$ cat src/rtl/multicycle_controller.sv
// Multi-cycle instruction sequencer for a single-issue RISC-V datapath:
// steps FETCH/DECODE/EXECUTE/MEMORY/WRITEBACK and drives datapath enables and selects.
module multicycle_controller #(
    parameter int CNT_WIDTH = 32
) (
    input  logic                 clk,
    input  logic                 rst,
    input  logic [6:0]           opcode,
    input  logic                 branch_cond,
    input  logic                 mem_ready,
    output logic                 mem_req,
    output logic                 mem_we,
    output logic                 addr_sel,
    output logic                 ir_load,
    output logic                 pc_write,
    output logic [1:0]           pc_src,
    output logic [1:0]           alu_op_type,
    output logic                 alu_src_b,
    output logic                 reg_write_en,
    output logic [1:0]           wb_sel,
    output logic                 instr_retired,
    output logic [CNT_WIDTH-1:0] retired_count,
    output logic                 illegal_instr
);

    typedef enum logic [2:0] {
        S_FETCH     = 3'd0,
        S_DECODE    = 3'd1,
        S_EXECUTE   = 3'd2,
        S_MEMORY    = 3'd3,
        S_WRITEBACK = 3'd4,
        S_TRAP      = 3'd5
    } state_t;

    localparam logic [6:0] OP_R      = 7'b0110011;
    localparam logic [6:0] OP_I      = 7'b0010011;
    localparam logic [6:0] OP_LOAD   = 7'b0000011;
    localparam logic [6:0] OP_STORE  = 7'b0100011;
    localparam logic [6:0] OP_BRANCH = 7'b1100011;
    localparam logic [6:0] OP_JAL    = 7'b1101111;
    localparam logic [6:0] OP_JALR   = 7'b1100111;
    localparam logic [6:0] OP_LUI    = 7'b0110111;
    localparam logic [6:0] OP_AUIPC  = 7'b0010111;

    function automatic logic legal_op(input logic [6:0] op);
        return op inside {OP_R, OP_I, OP_LOAD, OP_STORE, OP_BRANCH,
                          OP_JAL, OP_JALR, OP_LUI, OP_AUIPC};
    endfunction

    state_t                 state, state_next;
    logic [6:0]             op_q;
    logic [CNT_WIDTH-1:0]   cnt_q;
    logic                   illegal_q;

    logic       mem_req_c, mem_we_c, addr_sel_c, ir_load_c, pc_write_c;
    logic [1:0] pc_src_c, alu_op_c, wb_sel_c;
    logic       alu_src_b_c, reg_write_c, retire_c;

    logic is_r, is_load, is_store, is_branch, is_jal, is_jalr, is_imm_alu;
    assign is_r       = (op_q == OP_R);
    assign is_load    = (op_q == OP_LOAD);
    assign is_store   = (op_q == OP_STORE);
    assign is_branch  = (op_q == OP_BRANCH);
    assign is_jal     = (op_q == OP_JAL);
    assign is_jalr    = (op_q == OP_JALR);
    assign is_imm_alu = (op_q == OP_I) || (op_q == OP_LUI) || (op_q == OP_AUIPC) || is_jalr;

    always_ff @(posedge clk) begin
        if (rst) begin
            state     <= S_FETCH;
            op_q      <= '0;
            cnt_q     <= '0;
            illegal_q <= 1'b0;
        end else begin
            state <= state_next;
            if (state == S_DECODE)
                op_q <= opcode;
            if (retire_c)
                cnt_q <= cnt_q + CNT_WIDTH'(1);
            illegal_q <= illegal_q | (state_next == S_TRAP);
        end
    end

    always_comb begin
        state_next  = state;
        mem_req_c   = 1'b0;
        mem_we_c    = 1'b0;
        addr_sel_c  = 1'b0;
        ir_load_c   = 1'b0;
        pc_write_c  = 1'b0;
        pc_src_c    = 2'b00;
        alu_op_c    = 2'b00;
        alu_src_b_c = 1'b0;
        reg_write_c = 1'b0;
        wb_sel_c    = 2'b00;
        retire_c    = 1'b0;
        case (state)
            S_FETCH: begin
                mem_req_c = 1'b1;
                if (mem_ready) begin
                    ir_load_c  = 1'b1;
                    state_next = S_DECODE;
                end
            end
            S_DECODE: begin
                state_next = legal_op(opcode) ? S_EXECUTE : S_TRAP;
            end
            S_EXECUTE: begin
                if (is_r) begin
                    alu_op_c   = 2'b10;
                    state_next = S_WRITEBACK;
                end else if (is_imm_alu) begin
                    alu_src_b_c = 1'b1;
                    state_next  = S_WRITEBACK;
                end else if (is_load || is_store) begin
                    alu_src_b_c = 1'b1;
                    state_next  = S_MEMORY;
                end else if (is_branch) begin
                    // Branches resolve and retire here; no writeback stage needed.
                    alu_op_c   = 2'b01;
                    pc_write_c = 1'b1;
                    pc_src_c   = branch_cond ? 2'b01 : 2'b00;
                    retire_c   = 1'b1;
                    state_next = S_FETCH;
                end else begin
                    state_next = S_WRITEBACK;
                end
            end
            S_MEMORY: begin
                mem_req_c   = 1'b1;
                addr_sel_c  = 1'b1;
                alu_src_b_c = 1'b1;
                mem_we_c    = is_store;
                if (mem_ready) begin
                    if (is_store) begin
                        pc_write_c = 1'b1;
                        retire_c   = 1'b1;
                        state_next = S_FETCH;
                    end else begin
                        state_next = S_WRITEBACK;
                    end
                end
            end
            S_WRITEBACK: begin
                reg_write_c = 1'b1;
                pc_write_c  = 1'b1;
                retire_c    = 1'b1;
                wb_sel_c    = is_load ? 2'b01 : ((is_jal || is_jalr) ? 2'b10 : 2'b00);
                pc_src_c    = is_jal ? 2'b01 : (is_jalr ? 2'b10 : 2'b00);
                // Hold the immediate on operand B so the JALR target stays stable.
                alu_src_b_c = is_jalr;
                state_next  = S_FETCH;
            end
            S_TRAP: begin
                state_next = S_TRAP;
            end
            default: begin
                state_next = S_FETCH;
            end
        endcase
    end

    // Reset silences every output, including any in-flight retire or writes.
    assign mem_req       = mem_req_c   & ~rst;
    assign mem_we        = mem_we_c    & ~rst;
    assign addr_sel      = addr_sel_c  & ~rst;
    assign ir_load       = ir_load_c   & ~rst;
    assign pc_write      = pc_write_c  & ~rst;
    assign pc_src        = rst ? 2'b00 : pc_src_c;
    assign alu_op_type   = rst ? 2'b00 : alu_op_c;
    assign alu_src_b     = alu_src_b_c & ~rst;
    assign reg_write_en  = reg_write_c & ~rst;
    assign wb_sel        = rst ? 2'b00 : wb_sel_c;
    assign instr_retired = retire_c    & ~rst;
    assign retired_count = rst ? '0 : cnt_q;
    assign illegal_instr = illegal_q   & ~rst;

endmodule

$ cat config.mk
export PLATFORM = sky130hd
export DESIGN_NAME = multicycle_controller
export DESIGN_NICKNAME = d
export VERILOG_FILES = /design/src/rtl/multicycle_controller.sv
export SDC_FILE = /design/constraint.sdc
export NUM_CORES = 1
export LEC_CHECK = 0
export ABC_CLOCK_PERIOD_IN_PS = 2450
export BUFFER_PORTS_ARGS = -buffer_cell sky130_fd_sc_hd__clkbuf_2
export CORE_MARGIN = 1.5
export CORE_UTILIZATION = 40
export CTS_BUF_LIST = sky130_fd_sc_hd__clkbuf_8 sky130_fd_sc_hd__clkbuf_16
export CTS_CLUSTER_DIAMETER = 200
export DETAILED_ROUTE_END_ITERATION = 8
export MAX_ROUTING_LAYER = met4
export PLACE_DENSITY = 0.66
export SYNTH_ARGS = -nofsm -noshare
export SYNTH_HDL_FRONTEND = slang
export SYNTH_SLANG_ARGS = --single-unit
$ cat constraint.sdc
create_clock -name clk -period 2.45 [get_ports clk]
set_input_delay 0.3675 -clock clk [delete_from_list [all_inputs] [get_ports clk]]
set_output_delay 0.3675 -clock clk [all_outputs]
set_load 0.01 [all_outputs]
# Yosys cells after proc, flatten, opt, wreduce, memory -nomap -nowiden
# Cells that the tools add are included.
# W data, S select, Z words.
# word_totals
latch_bits,0
out_inout_bits,47
mem_bits_ro,0
ramBits,0
mem_count,0
word_cells,93
regBits,43
in_bits,11
# op_classes
n_shift,0
add_sub_neg,1
n_eq_ne,24
muxes,46
magnitude_cmp,0
div_mod_pow,0
n_bitwise,10
n_mul,0
n_reduce_logical,8
# op_table
op,count
$eq A7 B6 Y1 const B,6
$eq A7 B7 Y1 const B,6
$add A32 B1 Y32 const B,1
$mux W32,1
$eq A7 B5 Y1 const B,4
$mux W3,8
$mux W1,23
$mux W2,10
$pmux W3 S5,1
$eq A7 B2 Y1 const B,2
$eq A3 B3 Y1 const B,3
$reduce_bool A9 Y1,1
$and A1 B1 Y1,8
$eq A3 B2 Y1 const B,2
$pmux W1 S3,2
$logic_or A1 B1 Y1,5
$pmux W2 S2,1
$eq A3 B1 Y1 const B,1
$logic_not A3 Y1,1
$reduce_or A2 Y1,1
$not A1 Y1,1
$or A1 B1 Y1,1

# Logic depth before layout (Yosys ltp)
# depth
depth_word,9
mapped_depth,7
ltp_nobuf,6

# Worst setup path after synthesis
# No wires, ideal clock.
# synth_timing
path_type,register -> output
start,reg op_q[4]
end,out alu_src_b
path_buffers,0
arrival_time_ps,1691
setup_slack_ps,391
path_stages_with_launch,6
path_cell_list,dfxtp_1 > nand2b_1 > or2_2 > a2111oi_0 > nand3b_1 > a21oi_1
# synth_via
elab_chain_cells,8
elab_cells_between_ends,16
classes_between,eq/ne (7); mux (4); bitwise (1); reduce/logical (4)
# synth_lines
element,line,rtl
start: declaration,51,logic [6:0] op_q;
start signal: assignment,77,op_q <= opcode;
$eq A7 B5 Y1 or $eq A7 B6 Y1 (tied branches),66,assign is_imm_alu = (op_q == OP_I) || (op_q == OP_LUI) || (op_q == OP_AUIPC) || is_jalr;
$logic_or A1 B1 Y1 (3 in a row),66,
$mux W1,112,end else if (is_imm_alu) begin
$mux W1,109,if (is_r) begin
$pmux W1 S3 *,97,case (state)
$and A1 B1 Y1 *,171,assign alu_src_b = alu_src_b_c & ~rst;
end: declaration,18,"output logic alu_src_b,"
# Every way passes the cells marked *; elsewhere a longest branch is shown, timed or not.

# Worst setup path after layout
# Ends and elaborated chain as after synthesis.

==> PnR_summary.wiki <==
{| class="wikitable"
! Metric !! Value
|-
| Maximum Capacitance Violations || 0
|-
| Result of the run || finished clean
|-
| Die boundary width || ~80 µm
|-
| Number of buffers created by CTS || 5
|-
| Arrival time of data at the critical path endpoint || between 1.5 and 2 ns
|-
| Count of TritonRoute iterations in the first routing pass || 4
|-
| Number of buffers and inverters on the critical path || 1
|-
| R2R setup slack || 0.18 ns
|-
| Hold-fix buffers at CTS || 0
|-
| Critical Path Start Type || register
|-
| Number of vias per cell || roughly 5.5
|-
| Worst-case clock skew || 0.00983 ns
|-
| Nets || 386
|-
| Synthesized area per cell || a little under 8 µm²
|-
| Gate Count Post-Synth || between 300 and 400
|-
| Flop and latch count out of synthesis || 43
|-
| RSZ-0062 raised after global routing || no
|-
| Portion of the post-synthesis area used by sequential elements || roughly a third
|-
| Endpoint required time on the critical path || 2.08 ns
|-
| Remaining antenna violation count after routing || 0
|-
| First-pass GRT wire length || 9.92 mm
|-
| Top Ports || between 50 and 60
|-
| N_diodes || 0
|-
| DIE AREA || 0.00676 mm²
|-
| Weighted congestion reported at the end of routability-driven placement || approximately 0.9
|-
| Wire length per cell after detailed routing || between 10 and 15 µm
|-
| Number of clock sinks || 43
|-
| Most common library cell in the layout ignoring fill and taps || clkbuf_2
|-
| Relative area change from synthesis to final layout || 22.1%
|-
| Number of global-route vias before repair || 2169
|-
| Worst Hold Class || in2reg
|-
| Buffers added on ports || between 50 and 60
|-
| Max stage delay on crit path || approximately 0.37 ns
|-
| Skew-Pair Late Insertion Delay || roughly 0.30 ns
|-
| Filler cell count || just over 600
|-
| Crit-path slowest cell || dfxtp_2
|-
| Normalized max-slew margin || ~53%
|-
| Y dimension of the die || just over 80 µm
|-
| Instance count along the most critical hold path || 3
|-
| Post-CTS Repair Setup Buffers || 0
|-
| DRC violation count after routing || 0
|-
| Depth of the CTS H-tree || 2
|-
| Count of warnings emitted by yosys || 0
|-
| Initial DRC count || ~130
|-
| Kind of cell adding the most delay to the critical path || simple AND/OR/NAND/NOR gates
|-
| Post-route minimum period || around 2.3 ns
|-
| Crit path setup slack, layout || around 0.14 ns
|-
| Global router's overall resource usage || 19.3%
|-
| Max Clock Freq || approximately 430 MHz
|-
| Initial Utilization || roughly two fifths
|-
| Post-layout instance area || 0.00307 mm²
|-
| Core area || approximately 0.0060 mm²
|-
| Slew at the pin with the worst max-slew slack || approximately 0.7 ns
|-
| Total Neg Setup Slack || 0 ns
|-
| Maximum VDD drop || between 200 and 300 µV
|-
| Worst setup EP type || primary output
|-
| Estimated wirelength of the detail-placed design || 4.52 mm
|-
| Via count || roughly 2500
|-
| Maximum number of pins on one net before global-route repair || 66
|-
| Post-synth design cell area || 0.00251 mm²
|-
| Tcrit/Tclk final || 94.3%
|-
| Commonest cells after routing, fill and taps aside || 57 x clkbuf_2, 45 x nor2_1, 40 x dfxtp_1
|-
| Row cnt || 28
|-
| Cell depth of the worst setup path || 6
|-
| Unique cell type count in the Yosys netlist || just over 40
|-
| Maximum fanout encountered on the critical timing path || 8
|-
| Final hold vios || 0
|-
| Type of the setup path with the least slack || reg2out
|-
| Largest buffer count on any clock path || 2
|-
| Antenna violations before repair || 0
|-
| Final max-slew violation count || 0
|-
| Worst path cell trace || nand2b_4 > or2_2 > a2111oi_4 > nand3b_1 > a21oi_1 > clkbuf_2
|-
| CTS tree || done
|-
| Fraction of layout instances using a drive strength above 1 || between 20% and 30%
|-
| Worst-path clk slew || 0.08 ns
|-
| Cells on worst reg2reg path || 5
|-
| Synth Net Count || around 330
|-
| Clock root buffer master || clkbuf_8
|-
| Placed standard-cell area || 0.00292 mm²
|-
| Final setup violating endpoints || 0
|-
| Post-layout total power || about 1.4 mW
|-
| Worst-case setup slack after placement || 0.151 ns
|-
| Detailed Route WL || 6.22 mm
|-
| GR Overflow Total || 0
|-
| Ratio of total power to cell area || approximately 470 mW/mm²
|-
| Static leakage || between 1 and 1.5 nW
|}
## final cells by class
class	instances	area [µm²]	share of cell area, %
Multi-Input combinational cell	249	1580	51.5
Sequential cell	43	865	28.2
Timing Repair Buffer	69	388	12.6
Tap cell	75	93.8	3.06
Clock buffer	6	82.6	2.69
Clock inverter	2	35.0	1.14
Inverter	6	22.5	0.734
## flip-flops by register name, summed over array words and instances, names as in the netlist
register   flops
cnt_q         32
state          3
op_q           7
illegal_q      1
## repair_timing
action / CTS / global route
endpoints found under the setup margin: 3 / 1
gates resized for setup: 4 / 4
pin swaps: 0 / 0
## routing by layer
layer  routed length (µm)  global-route usage [%]
met5                    0                       -
met4                   97                    6.27
met3                  249                    3.08
met2                 2970                    30.7
met1                 2910                    24.8
## stage by stage
step | utilization [%] | std cells | hold WS, ns
floorplan | - | 316 | 0.465
global placement | 48.7 | 442 | 0.483
detailed placement | 48.7 | 442 | 0.487
CTS | 50.9 | 450 | 0.328
global route | 51.2 | 450 | 0.353
finish | 51.2 | 450 | 0.326
## cells by family (layout without fill, tap and decap cells)
| logic type | count (synthesis) | after routing | share of synthesized area [%] |
|---|---|---|---|
| AO/OA/AOI/OAI | 47 | 47 | 13.0 |
| XOR/XNOR | 10 | 10 | 3.49 |
| adder cells (fa/ha/maj) | 1 | 1 | 0.498 |
| buffers and inverters | 24 | 83 | 3.94 |
| flip-flops | 43 | 43 | 34.3 |
| multiplexers | 16 | 16 | 6.88 |
| AND/OR/NAND/NOR | 175 | 175 | 38.0 |
## where the power goes
group,leakage (nW),switching (mW),internal [mW]
Sequential,0.349,0.0156,0.713
Combinational,0.768,0.0811,0.0536
Clock,0.0612,0.249,0.330
Total,1.18,0.346,1.10
## cell usage after synthesis
cell       instances  area [µm²]
a21oi_1           14        70.1
inv_1              6        22.5
xor2_1            10        87.6
buf_4              2        15.0
or3_1              3        18.8
a2111oi_4          1        27.5
and2_1             3        18.8
o211ai_1           4        30.0
nor2b_1           36         225
o21bai_1           1        7.51
or2_2              1        6.26
ha_1               1        12.5
and4_1             1        8.76
a211oi_1           1        7.51
nor3_1             4        20.0
mux2i_1            6        60.1
nand3_1            9        45.0
o2111ai_2          1        15.0
o31ai_1            5        37.5
nor3b_1            2        15.0
a32oi_1            2        17.5
nand2b_1           8        50.1
nand4bb_4          1        27.5
nor4b_1            2        17.5
nor2_1            46         173
nand4b_1           2        17.5
mux2_2            10         113
buf_2              1        5.00
o2111ai_1          5        43.8
clkbuf_1          14        52.6
a2111oi_0          1        8.76
or4_1              9        67.6
o21ai_1            1        5.00
o21ai_0           11        55.1
buf_1              1        3.75
nand2_1           24        90.1
and3_1             2        12.5
dfxtp_1           43         861
nand4_1            9        56.3
nor4_1            11        68.8
nand3b_1           2        15.0
## worst register-to-register path: stages, from the launching register on
cell     delay [ns]
dfxtp_1        0.43
nand4_1        0.22
nor4_1         0.51
nand4_1        0.29
nor4b_1        0.36
mux2_2         0.37
## final timing paths
| path | startpoint | end |
|---|---|---|
| setup reg to reg | cnt_q[16]$_SDFFE_PP0N_ | cnt_q[26]$_SDFFE_PP0N_ |
| hold reg to reg | cnt_q[1]$_SDFFE_PP0N_ | cnt_q[1]$_SDFFE_PP0N_ |
| hold / removal | opcode[0] | op_q[0]$_SDFFE_PP0P_ |
| setup / recovery | op_q[4]$_SDFFE_PP0P_ | alu_src_b |
(Power assumes the default switching activity.)
